## config.mk

```make
export PLATFORM = sky130hd
export DESIGN_NAME = draw_compositor
export DESIGN_NICKNAME = d
export VERILOG_FILES = /design/src/rtl/draw_pkg.sv /design/src/rtl/draw_rope_test.sv /design/src/rtl/draw_compositor.sv
export SDC_FILE = /design/constraint.sdc
export NUM_CORES = 2
export LEC_CHECK = 0
export BUFFER_PORTS_ARGS = -buffer_cell sky130_fd_sc_hd__buf_4
export CAP_MARGIN = 0
export CORE_MARGIN = 2
export CORE_UTILIZATION = 65
export DETAILED_ROUTE_END_ITERATION = 10
export PLACE_DENSITY_LB_ADDON = 0.2
export REMOVE_ABC_BUFFERS = 1
export SLEW_MARGIN = 20
export SYNTH_ARGS = -nofsm -noshare
export SYNTH_HDL_FRONTEND = slang
export SYNTH_HIERARCHICAL = 1
export SYNTH_SLANG_ARGS = --single-unit
```

## constraint.sdc

```tcl
create_clock -name clk -period 7.7 [get_ports clk]
set_input_delay 1.54 -clock clk [delete_from_list [all_inputs] [get_ports clk]]
set_output_delay 1.54 -clock clk [all_outputs]
set_load 0.01 [all_outputs]
```

## src/rtl/draw_pkg.sv

```systemverilog
// Shared types and constants for the pipelined pixel compositor: transparency key,
// rope colour, object table entry and the RGB332 -> RGB444 expansion.
package draw_pkg;

  localparam logic [7:0] TRANSP_KEY = 8'hFF;

  localparam logic [3:0] ROPE_R = 4'h9;
  localparam logic [3:0] ROPE_G = 4'h9;
  localparam logic [3:0] ROPE_B = 4'h6;

  // w and h hold size minus 1, so an entry covers x..x+w inclusive
  typedef struct packed {
    logic [10:0] x;
    logic [9:0]  y;
    logic [6:0]  w;
    logic [6:0]  h;
    logic        vis;
  } obj_t;

  typedef struct packed {
    logic [3:0] r;
    logic [3:0] g;
    logic [3:0] b;
  } rgb444_t;

  function automatic rgb444_t expand332(input logic [7:0] c);
    rgb444_t o;
    o.r = {c[7:5], c[7]};
    o.g = {c[4:2], c[4]};
    o.b = {c[1:0], c[1:0]};
    return o;
  endfunction

endpackage

```

## src/rtl/draw_rope_test.sv

```systemverilog
// Combinational rope band test: pixel lies within ROPE_W pixels on the anchor side of
// the line from the anchor to (hook_x+10, hook_y), between the anchor row and hook_y.
module draw_rope_test #(
  parameter int ANCHOR_X = 635,
  parameter int ANCHOR_Y = 167,
  parameter int ROPE_W   = 7
) (
  input  logic [10:0] i_px,
  input  logic [9:0]  i_py,
  input  logic [10:0] i_hook_x,
  input  logic [9:0]  i_hook_y,
  output logic        o_hit
);

  logic signed [12:0] w_dx;
  logic signed [12:0] w_rx;
  logic signed [11:0] w_dy;
  logic signed [11:0] w_ry;
  logic signed [23:0] w_cross;
  logic signed [23:0] w_band;

  assign w_dx = 13'(i_hook_x) + 13'sd10 - 13'(ANCHOR_X);
  assign w_dy = 12'(i_hook_y) - 12'(ANCHOR_Y);
  assign w_rx = 13'(i_px) - 13'(ANCHOR_X);
  assign w_ry = 12'(i_py) - 12'(ANCHOR_Y);

  // Cross product sign tells which side of the rope line the pixel is on; the band
  // spans (line_x - ROPE_W, line_x] at this row, scaled by dy to avoid a divide.
  assign w_cross = 24'(w_rx) * 24'(w_dy) - 24'(w_dx) * 24'(w_ry);
  assign w_band  = 24'(ROPE_W) * 24'(w_dy);

  assign o_hit = (w_dy > 12'sd0) && (w_ry >= 12'sd0) && (i_py <= i_hook_y) &&
                 (w_cross <= 24'sd0) && (w_cross > -w_band);

endmodule

```

## src/rtl/draw_compositor.sv

```systemverilog
// Three-stage pixel compositor: hit-test/ROM addressing, ROM return, layer merge.
// Optional collision tracking is built when COMPOSE_COLLIDE_EN is defined.
module draw_compositor
  import draw_pkg::*;
#(
  parameter int N_OBJ    = 10,
  parameter int IDX_W    = 4,
  parameter int SCR_W    = 1280,
  parameter int SCR_H    = 800,
  parameter int BORDER   = 10,
  parameter int HOOK_SZ  = 33,
  parameter int ANCHOR_X = 635,
  parameter int ANCHOR_Y = 167,
  parameter int ROPE_W   = 7
) (
  input  logic             clk,
  input  logic             rst_n,
  input  logic             pix_valid,
  input  logic [10:0]      draw_x,
  input  logic [9:0]       draw_y,
  input  logic             wr_en,
  input  logic [IDX_W-1:0] wr_idx,
  input  logic [10:0]      wr_x,
  input  logic [9:0]       wr_y,
  input  logic [6:0]       wr_w,
  input  logic [6:0]       wr_h,
  input  logic             wr_vis,
  input  logic [10:0]      hook_x,
  input  logic [9:0]       hook_y,
  input  logic             done_game,
  output logic             spr_req,
  output logic [IDX_W-1:0] spr_idx,
  output logic [6:0]       spr_off_x,
  output logic [6:0]       spr_off_y,
  output logic [5:0]       hook_off_x,
  output logic [5:0]       hook_off_y,
  output logic [10:0]      pix_x_q,
  output logic [9:0]       pix_y_q,
  input  logic [7:0]       spr_data,
  input  logic [7:0]       hook_data,
  input  logic [7:0]       bg_data,
  input  logic [7:0]       end_data,
  output logic [3:0]       draw_r,
  output logic [3:0]       draw_g,
  output logic [3:0]       draw_b,
  output logic             draw_valid
`ifdef COMPOSE_COLLIDE_EN
  ,
  input  logic             collide_clr,
  output logic [N_OBJ-1:0] collide_vec
`endif
);

  // Valid-only pipeline: a pixel accepted with pix_valid moves one stage per clock,
  // no backpressure exists, and draw_valid marks the matching RGB three clocks later.
  obj_t             r_tab [N_OBJ];
  logic [N_OBJ-1:0] w_obj_hit;
  logic             w_hit, w_hook_hit, w_rope_hit, w_border;
  logic [IDX_W-1:0] w_idx;
  logic [6:0]       w_off_x, w_off_y;
  logic             r_v1, r_hook1, r_rope1, r_border1;
  logic             r_v2, r_hit2, r_hook2, r_rope2, r_border2;
  logic [7:0]       r_spr_d2, r_hook_d2, r_bg_d2, r_end_d2;
  rgb444_t          w_rgb;

  always_ff @(posedge clk or negedge rst_n) begin
    if (!rst_n) begin
      for (int i = 0; i < N_OBJ; i++) r_tab[i] <= '0;
    end else begin
      for (int i = 0; i < N_OBJ; i++)
        if (wr_en && wr_idx == IDX_W'(i)) r_tab[i] <= '{wr_x, wr_y, wr_w, wr_h, wr_vis};
    end
  end

  // Descending scan so the lowest hit index is the last writer and wins
  always_comb begin
    w_hit   = 1'b0;
    w_idx   = '0;
    w_off_x = '0;
    w_off_y = '0;
    for (int i = N_OBJ - 1; i >= 0; i--) begin
      w_obj_hit[i] = r_tab[i].vis &&
                     (draw_x >= r_tab[i].x) && (12'(draw_x) <= 12'(r_tab[i].x) + 12'(r_tab[i].w)) &&
                     (draw_y >= r_tab[i].y) && (11'(draw_y) <= 11'(r_tab[i].y) + 11'(r_tab[i].h));
      if (w_obj_hit[i]) begin
        w_hit   = 1'b1;
        w_idx   = IDX_W'(i);
        w_off_x = 7'(draw_x - r_tab[i].x);
        w_off_y = 7'(draw_y - r_tab[i].y);
      end
    end
  end

  assign w_hook_hit = (draw_x >= hook_x) && (12'(draw_x) <= 12'(hook_x) + 12'(HOOK_SZ - 1)) &&
                      (draw_y >= hook_y) && (11'(draw_y) <= 11'(hook_y) + 11'(HOOK_SZ - 1));

  assign w_border = (draw_x < 11'(BORDER)) || (draw_x >= 11'(SCR_W - BORDER)) ||
                    (draw_y < 10'(BORDER)) || (draw_y >= 10'(SCR_H - BORDER));

  draw_rope_test #(
    .ANCHOR_X(ANCHOR_X),
    .ANCHOR_Y(ANCHOR_Y),
    .ROPE_W  (ROPE_W)
  ) u_rope (
    .i_px    (draw_x),
    .i_py    (draw_y),
    .i_hook_x(hook_x),
    .i_hook_y(hook_y),
    .o_hit   (w_rope_hit)
  );

  always_ff @(posedge clk or negedge rst_n) begin
    if (!rst_n) begin
      r_v1 <= 1'b0; spr_req <= 1'b0; spr_idx <= '0; spr_off_x <= '0; spr_off_y <= '0;
      hook_off_x <= '0; hook_off_y <= '0; pix_x_q <= '0; pix_y_q <= '0;
      r_hook1 <= 1'b0; r_rope1 <= 1'b0; r_border1 <= 1'b0;
    end else begin
      r_v1       <= pix_valid;
      spr_req    <= pix_valid && w_hit;
      spr_idx    <= w_idx;
      spr_off_x  <= w_off_x;
      spr_off_y  <= w_off_y;
      hook_off_x <= 6'(draw_x - hook_x);
      hook_off_y <= 6'(draw_y - hook_y);
      pix_x_q    <= draw_x;
      pix_y_q    <= draw_y;
      r_hook1    <= pix_valid && w_hook_hit;
      r_rope1    <= pix_valid && w_rope_hit;
      r_border1  <= pix_valid && w_border;
    end
  end

  always_ff @(posedge clk or negedge rst_n) begin
    if (!rst_n) begin
      r_v2 <= 1'b0; r_hit2 <= 1'b0; r_hook2 <= 1'b0; r_rope2 <= 1'b0; r_border2 <= 1'b0;
      r_spr_d2 <= '0; r_hook_d2 <= '0; r_bg_d2 <= '0; r_end_d2 <= '0;
    end else begin
      r_v2      <= r_v1;
      r_hit2    <= spr_req;
      r_hook2   <= r_hook1;
      r_rope2   <= r_rope1;
      r_border2 <= r_border1;
      r_spr_d2  <= spr_data;
      r_hook_d2 <= hook_data;
      r_bg_d2   <= bg_data;
      r_end_d2  <= end_data;
    end
  end

  always_comb begin
    w_rgb = '0;
    if (r_v2) begin
      if (done_game)                               w_rgb = expand332(r_end_d2);
      else if (r_border2)                          w_rgb = '{4'hF, 4'hF, 4'hF};
      else if (r_hit2 && r_spr_d2 != TRANSP_KEY)   w_rgb = expand332(r_spr_d2);
      else if (r_hook2 && r_hook_d2 != TRANSP_KEY) w_rgb = expand332(r_hook_d2);
      else if (r_rope2)                            w_rgb = '{ROPE_R, ROPE_G, ROPE_B};
      else                                         w_rgb = expand332(r_bg_d2);
    end
  end

  always_ff @(posedge clk or negedge rst_n) begin
    if (!rst_n) begin
      draw_valid <= 1'b0; draw_r <= '0; draw_g <= '0; draw_b <= '0;
    end else begin
      draw_valid <= r_v2;
      draw_r     <= w_rgb.r;
      draw_g     <= w_rgb.g;
      draw_b     <= w_rgb.b;
    end
  end

`ifdef COMPOSE_COLLIDE_EN
  logic [IDX_W-1:0] r_idx2;
  logic             w_collide;

  always_ff @(posedge clk or negedge rst_n) begin
    if (!rst_n) r_idx2 <= '0;
    else        r_idx2 <= spr_idx;
  end

  assign w_collide = r_v2 && r_hit2 && (r_spr_d2 != TRANSP_KEY) &&
                     r_hook2 && (r_hook_d2 != TRANSP_KEY);

  always_ff @(posedge clk or negedge rst_n) begin
    if (!rst_n) begin
      collide_vec <= '0;
    end else if (collide_clr) begin
      collide_vec <= '0;
    end else begin
      for (int i = 0; i < N_OBJ; i++)
        if (w_collide && r_idx2 == IDX_W'(i)) collide_vec[i] <= 1'b1;
    end
  end
`endif

endmodule

```

Word level (Yosys, flattened, before mapping)
Cells that the tools add are included.
{"block": "word_totals", "ff_bits": 466, "out_inout_bits": 65, "wordCells": 306}
{"block": "op_classes", "addsub": 51, "mul": 3, "magnitude_cmp": 53, "eq_ne": 11, "mux": 46, "reduce_logical": 67}
{"cell": "7-bit 2-to-1 mux", "n": 20}
{"cell": "7-bit subtractor", "n": 20}
{"cell": "11-bit by 12-bit less-or-equal comparator with 1-bit output", "n": 11}
{"cell": "11-bit >= comparator", "n": 11}
{"cell": "10-bit by 11-bit less-or-equal comparator with 1-bit output", "n": 11}
{"cell": "11-bit by 7-bit adder with 12-bit output", "n": 10}
{"cell": "10-bit by 7-bit adder with 11-bit output", "n": 10}
{"cell": "10-bit >= comparator", "n": 11}
{"cell": "12-bit 2-to-1 mux", "n": 6}
{"cell": "1-bit logical AND", "n": 63}
{"cell": "4-bit 2-to-1 mux", "n": 10}
{"cell": "24-bit > comparator", "n": 1}
{"cell": "24-bit by 1-bit less-or-equal comparator with 1-bit output (second input constant)", "n": 1}
{"cell": "13-bit by 11-bit multiplier with 24-bit output", "n": 1}
{"cell": "24-bit negator", "n": 1}
{"cell": "24-bit subtractor", "n": 1}
{"cell": "12-bit by 11-bit multiplier with 23-bit output", "n": 1}
{"cell": "10-bit by 8-bit subtractor with 11-bit output (second input constant)", "n": 2}
{"cell": "4-bit by 3-bit equality test with 1-bit output (second input constant)", "n": 4}
{"cell": "8-bit inequality test (second input constant)", "n": 2}
{"cell": "4-bit by 11-bit multiplier with 15-bit output (first input constant)", "n": 1}
{"cell": "12-bit by 10-bit subtractor with 13-bit output (second input constant)", "n": 1}
{"cell": "11-bit by 4-bit adder with 12-bit output (second input constant)", "n": 1}
{"cell": "11-bit by 6-bit adder with 12-bit output (second input constant)", "n": 1}
{"cell": "16 further kinds", "n": 30}

Depth between registers and ports, before layout
{"block": "depth", "word_depth": 16, "ltp_mapped": 50, "mapped_depth_nobuf": 49}

Modules after synthesis
Netlist, hierarchy kept.
{"module": "draw_compositor", "instances": 1, "cells_per_inst": 3815, "area_per_inst_um2": 36871.6, "seq_area_each_um2": 11611.1}
{"module": "draw_rope_test", "instances": 1, "cells_per_inst": 1549, "area_per_inst_um2": 13535.5, "seq_area_each_um2": 0.0}

Least setup slack after synthesis
Ideal clock, no wire load.
{"block": "synth_timing", "path_kind": "input -> register", "startpoint": "input port hook_y[0]", "endpoint": "register r_rope1", "setup_time_ps": 66, "t_arrival_ps": 13032, "setup_slack_ps": -5398, "stages": 47, "cell_sequence": "ha_1 -> a21oi_1 -> a21o_1 -> a21oi_2 -> nor3_1 -> nand2_1 -> fa_1 -> inv_1 -> fa_1 -> inv_1 -> fa_1 -> fa_1 -> fa_1 -> inv_1 -> ha_1 -> a21o_1 -> a21o_1 -> a21o_1 -> [... 11 more ...] -> o21ai_0 -> a221o_1 -> a31oi_2 -> o21bai_1 -> a21o_2 -> xor2_1 -> ha_1 -> nand4_1 -> nor3_1 -> and3_1 -> a31oi_1 -> nand4_1 -> a31o_2 -> a2111oi_2 -> nand4bb_1 -> or4b_1 -> o41ai_2 -> and2_1"}
{"block": "synth_via", "elab_chain_cells": 7}
{"item": "from (decl)", "line_no": "draw_compositor.sv:29", "source": "input logic [9:0] hook_y,"}
{"item": "10-bit by 8-bit subtractor with 11-bit output", "line_no": "draw_rope_test.sv:23", "source": "assign w_dy = 12'(i_hook_y) - 12'(ANCHOR_Y);"}
{"item": "12-bit by 11-bit multiplier with 23-bit output / 11-bit by 1-bit > comparator with 1-bit output (equally long branches)", "line_no": "draw_rope_test.sv:29, draw_rope_test.sv:32"}
{"item": "24-bit subtractor / 1-bit logical AND (equally long branches)", "line_no": "draw_rope_test.sv:29, draw_rope_test.sv:32"}
{"item": "24-bit by 1-bit less-or-equal comparator with 1-bit output / 1-bit logical AND (equally long branches)", "line_no": "draw_rope_test.sv:33, draw_rope_test.sv:32"}
{"item": "1-bit logical AND", "line_no": "draw_rope_test.sv:32", "source": "assign o_hit = (w_dy > 12'sd0) && (w_ry >= 12'sd0) && (i_py <= i_hook_y) &&"}
{"item": "1-bit logical AND (*)", "line_no": "draw_rope_test.sv:33", "source": "(w_cross <= 24'sd0) && (w_cross > -w_band);"}
{"item": "named net w_rope_hit", "line_no": "draw_compositor.sv:58", "source": "logic w_hit, w_hook_hit, w_rope_hit, w_border;"}
{"item": "1-bit logical AND (*)", "line_no": "draw_compositor.sv:128", "source": "r_rope1 <= pix_valid && w_rope_hit;"}
{"item": "to (signal assigned)", "line_no": "draw_compositor.sv:128"}
{"item": "to (decl)", "line_no": "draw_compositor.sv:61", "source": "logic r_v1, r_hook1, r_rope1, r_border1;"}
Mark *: on every way through the listed nets, which the timed path passes. The rest lies on a longest branch.
A chain may end at the register's enable or synchronous reset.

Worst setup path in the final report
{"block": "layout_timing", "startpoint": "input port hook_y[1]", "endpoint": "register r_rope1"}
The elaborated chain is that of the path after synthesis.

==> flow_summary.ini <==
[timing]
fin_ws_ps = -4540
period_minus_slack_ps = 12240
slew_headroom = 0.150
hold_viol = 0
fin_crit_sh = 1.59
drv_slew = 0
finClkSkew_ps = 24.0
grt_setup_unrepaired = yes
setup_viol = 1
tightest_slew_ps = 1270
setup-tns-final_ps = -4540
max_clock_freq_mhz = 81.7

[global_route]
first_global_vias = 42500
grt_max_degree = 141
grtUsageTotal = 0.395
grt_pass1_wl_um = 240000
gr-total-overflow = 0
antenna_found_initial = 2

[drt]
avgViaCountPerCell = 6.19
vias = 43300
dr.pass1.iters = 6
wl_per_cell_um = 22.5
wl_um = 158000
drtIter0Drc = 3709
ant_nets = 0
drc = 0

[floorplanning]
rows = 102
start_util = 0.654
ioPinCount = 184
core_um2 = 77100
die_height_um = 282
die_area_um2 = 79800
dieWidth_um = 282

[run]
drv_cap = 0

[synth]
synth-edff-count = 0
ys.flop_type = dfrtp_1
avgSynthCellArea_um2 = 9.40
synthArstFlopShare = 1.00
synth_area_um2 = 50400
yosysUniqueCellTypes = 93
syn_inst = 5364
yosys_warnings = 6
synth_top_cell_area_share = 0.230
yosysSeqAreaShare = 0.230
synth_area_leaders = dfrtp_1 23%, ha_1 19%, fa_1 13%
ys_ff_latch = 464
yosysTopAreaCell = dfrtp_1

[worst_setup_path]
crit_slowest_cell = or4b_4
crit_fanout = 3
critPathMaxStageDelay_ps = 550
critical_path.startpoint_type = primary input
cp_data_required_time_ps = 8280
cp.arrival_ps = 12820
rrSetupSlack_ps = 1580
cp-end-kind = flip-flop
path_class = primary input to flip-flop
crit_top_cell = fa_1

[clocking]
clockBufferDepth = 3
cts_inserted_buffers = 54
clk_pin_slew_ps = 60
htreeDepth = 2
root_buffer = clkbuf_16
hold_buffers = 0
clk_latency_ps = 650
clock_sinks = 464
cts_tree = built

[status]
status = complete, but fails checks
violations = negative setup slack

[placement]
hpwl_um = 118000
gp_congestion = 1.02
preCtsSetupSlack_ps = -5780
portBuffers = 183

[finish]
fillerInstances = 5462
fin_util = 0.761
final_nets = 7128
drive_gt1_frac = 0.191
area_growth_pct = 16.4

[worst_hold_path]
hold_path.class = flip-flop to flip-flop
[synth_stat cells (37+ instances only)]
master	number
a21o_1	133
nor2b_1	87
mux2_2	264
inv_1	625
nand4_1	84
o21a_1	50
fa_1	329
buf_1	38
nand3_1	68
xnor2_1	275
clkbuf_1	97
o21bai_1	56
o21ai_0	296
ha_1	770
nor2_1	409
a21oi_1	322
a211oi_1	37
dfrtp_1	464
nand2_1	277
nand2b_1	63
xor2_1	115
nor3_1	80
[logic make-up after synthesis]
kind of cell	count (synthesis)	share of synthesized area
AND/OR/NAND/NOR	1202	0.114
adder cells (fa/ha/maj)	1099	0.322
buffers and inverters	778	0.0585
AO/OA/AOI/OAI	1158	0.147
flip-flops	464	0.230
multiplexers	273	0.0608
XOR/XNOR	390	0.0678
[worst max-delay path, delay by kind of cell]
| kind | cells | cell delay (ps) |
|---|---|---|
| adders and majority gates | 12 | 5300 |
| AOI/OAI and AO/OA | 14 | 2420 |
| and+or+nand+nor | 14 | 2110 |
| buffers and inverters | 8 | 770 |
| xor gates and xnor gates | 3 | 630 |
[flip-flops by register name (all words and copies together) (netlist names), 3 cells and up]
| name | count |
|---|---|
| hook_off_y | 6 |
| spr_idx | 4 |
| pix_x_q | 11 |
| pix_y_q | 10 |
| spr_off_y | 7 |
| r_tab | 360 |
| r_spr_d2 | 8 |
| hook_off_x | 6 |
| draw_r | 3 |
| r_hook_d2 | 8 |
| spr_off_x | 7 |
| draw_b | 4 |
| draw_g | 3 |
| r_end_d2 | 8 |
| r_bg_d2 | 8 |
[layout by cell type (no fill, tap or decap), types with 264 or more instances in the layout]
cell type and count:
inv_1 621, nand2_1 274, mux2_2 264, fa_1 326
o21ai_0 290, buf_4 628, a21oi_1 311, dfrtp_1 464
xnor2_1 266, ha_1 759, nor2_1 397
[through the flow]
step / cells / hold slack [ps] / instance area, um^2
final: 6997 / 346 / 58700
after global routing: 6995 / 360 / 58700
after CTS: 6993 / 350 / 58400
after detailed placement: 6871 / 336 / 55900
after global placement: 6871 / 332 / 55900
after floorplan: 5215 / 331 / 49800
[cell type report]
type	count	area [um^2]	share of cell area
timing repair buffer	639	4890	0.0833
antenna	2	5.00	0.0000853
tap	1040	1300	0.0222
multi-input combinational	4122	36400	0.621
sequential	464	11600	0.198
clock buffer	66	1500	0.0255
inverter	629	2360	0.0403
clock inverter	35	559	0.00953
[final timing paths]
kind | startpoint | end | depth (start not counted)
worst max-delay path | hook_y[1] | r_rope1 | 51
worst min-delay path | r_hook1 | r_hook2 | 0
worst max register to register | r_tab[349] | spr_req | 19
worst min register to register | r_hook1 | r_hook2 | 0
max in group asynchronous | rst_n | r_tab[212] | 2
min in group asynchronous | rst_n | pix_x_q[0] | 1
[layer usage]
layer	wire length [um]	GRT usage
met5	0	0
met4	8420	0.182
met3	16600	0.0875
met2	68000	0.597
met1	64800	0.544
[timing repair]
action,4_1_cts,5_1_grt
pin swaps,58,38
gates resized for setup,58,48
setup endpoints to repair,1,1
setup buffers,21,2
Power is left out: the tool's default activity adds up to more than one toggle a clock period on the data nets, which glitch-free logic cannot reach.
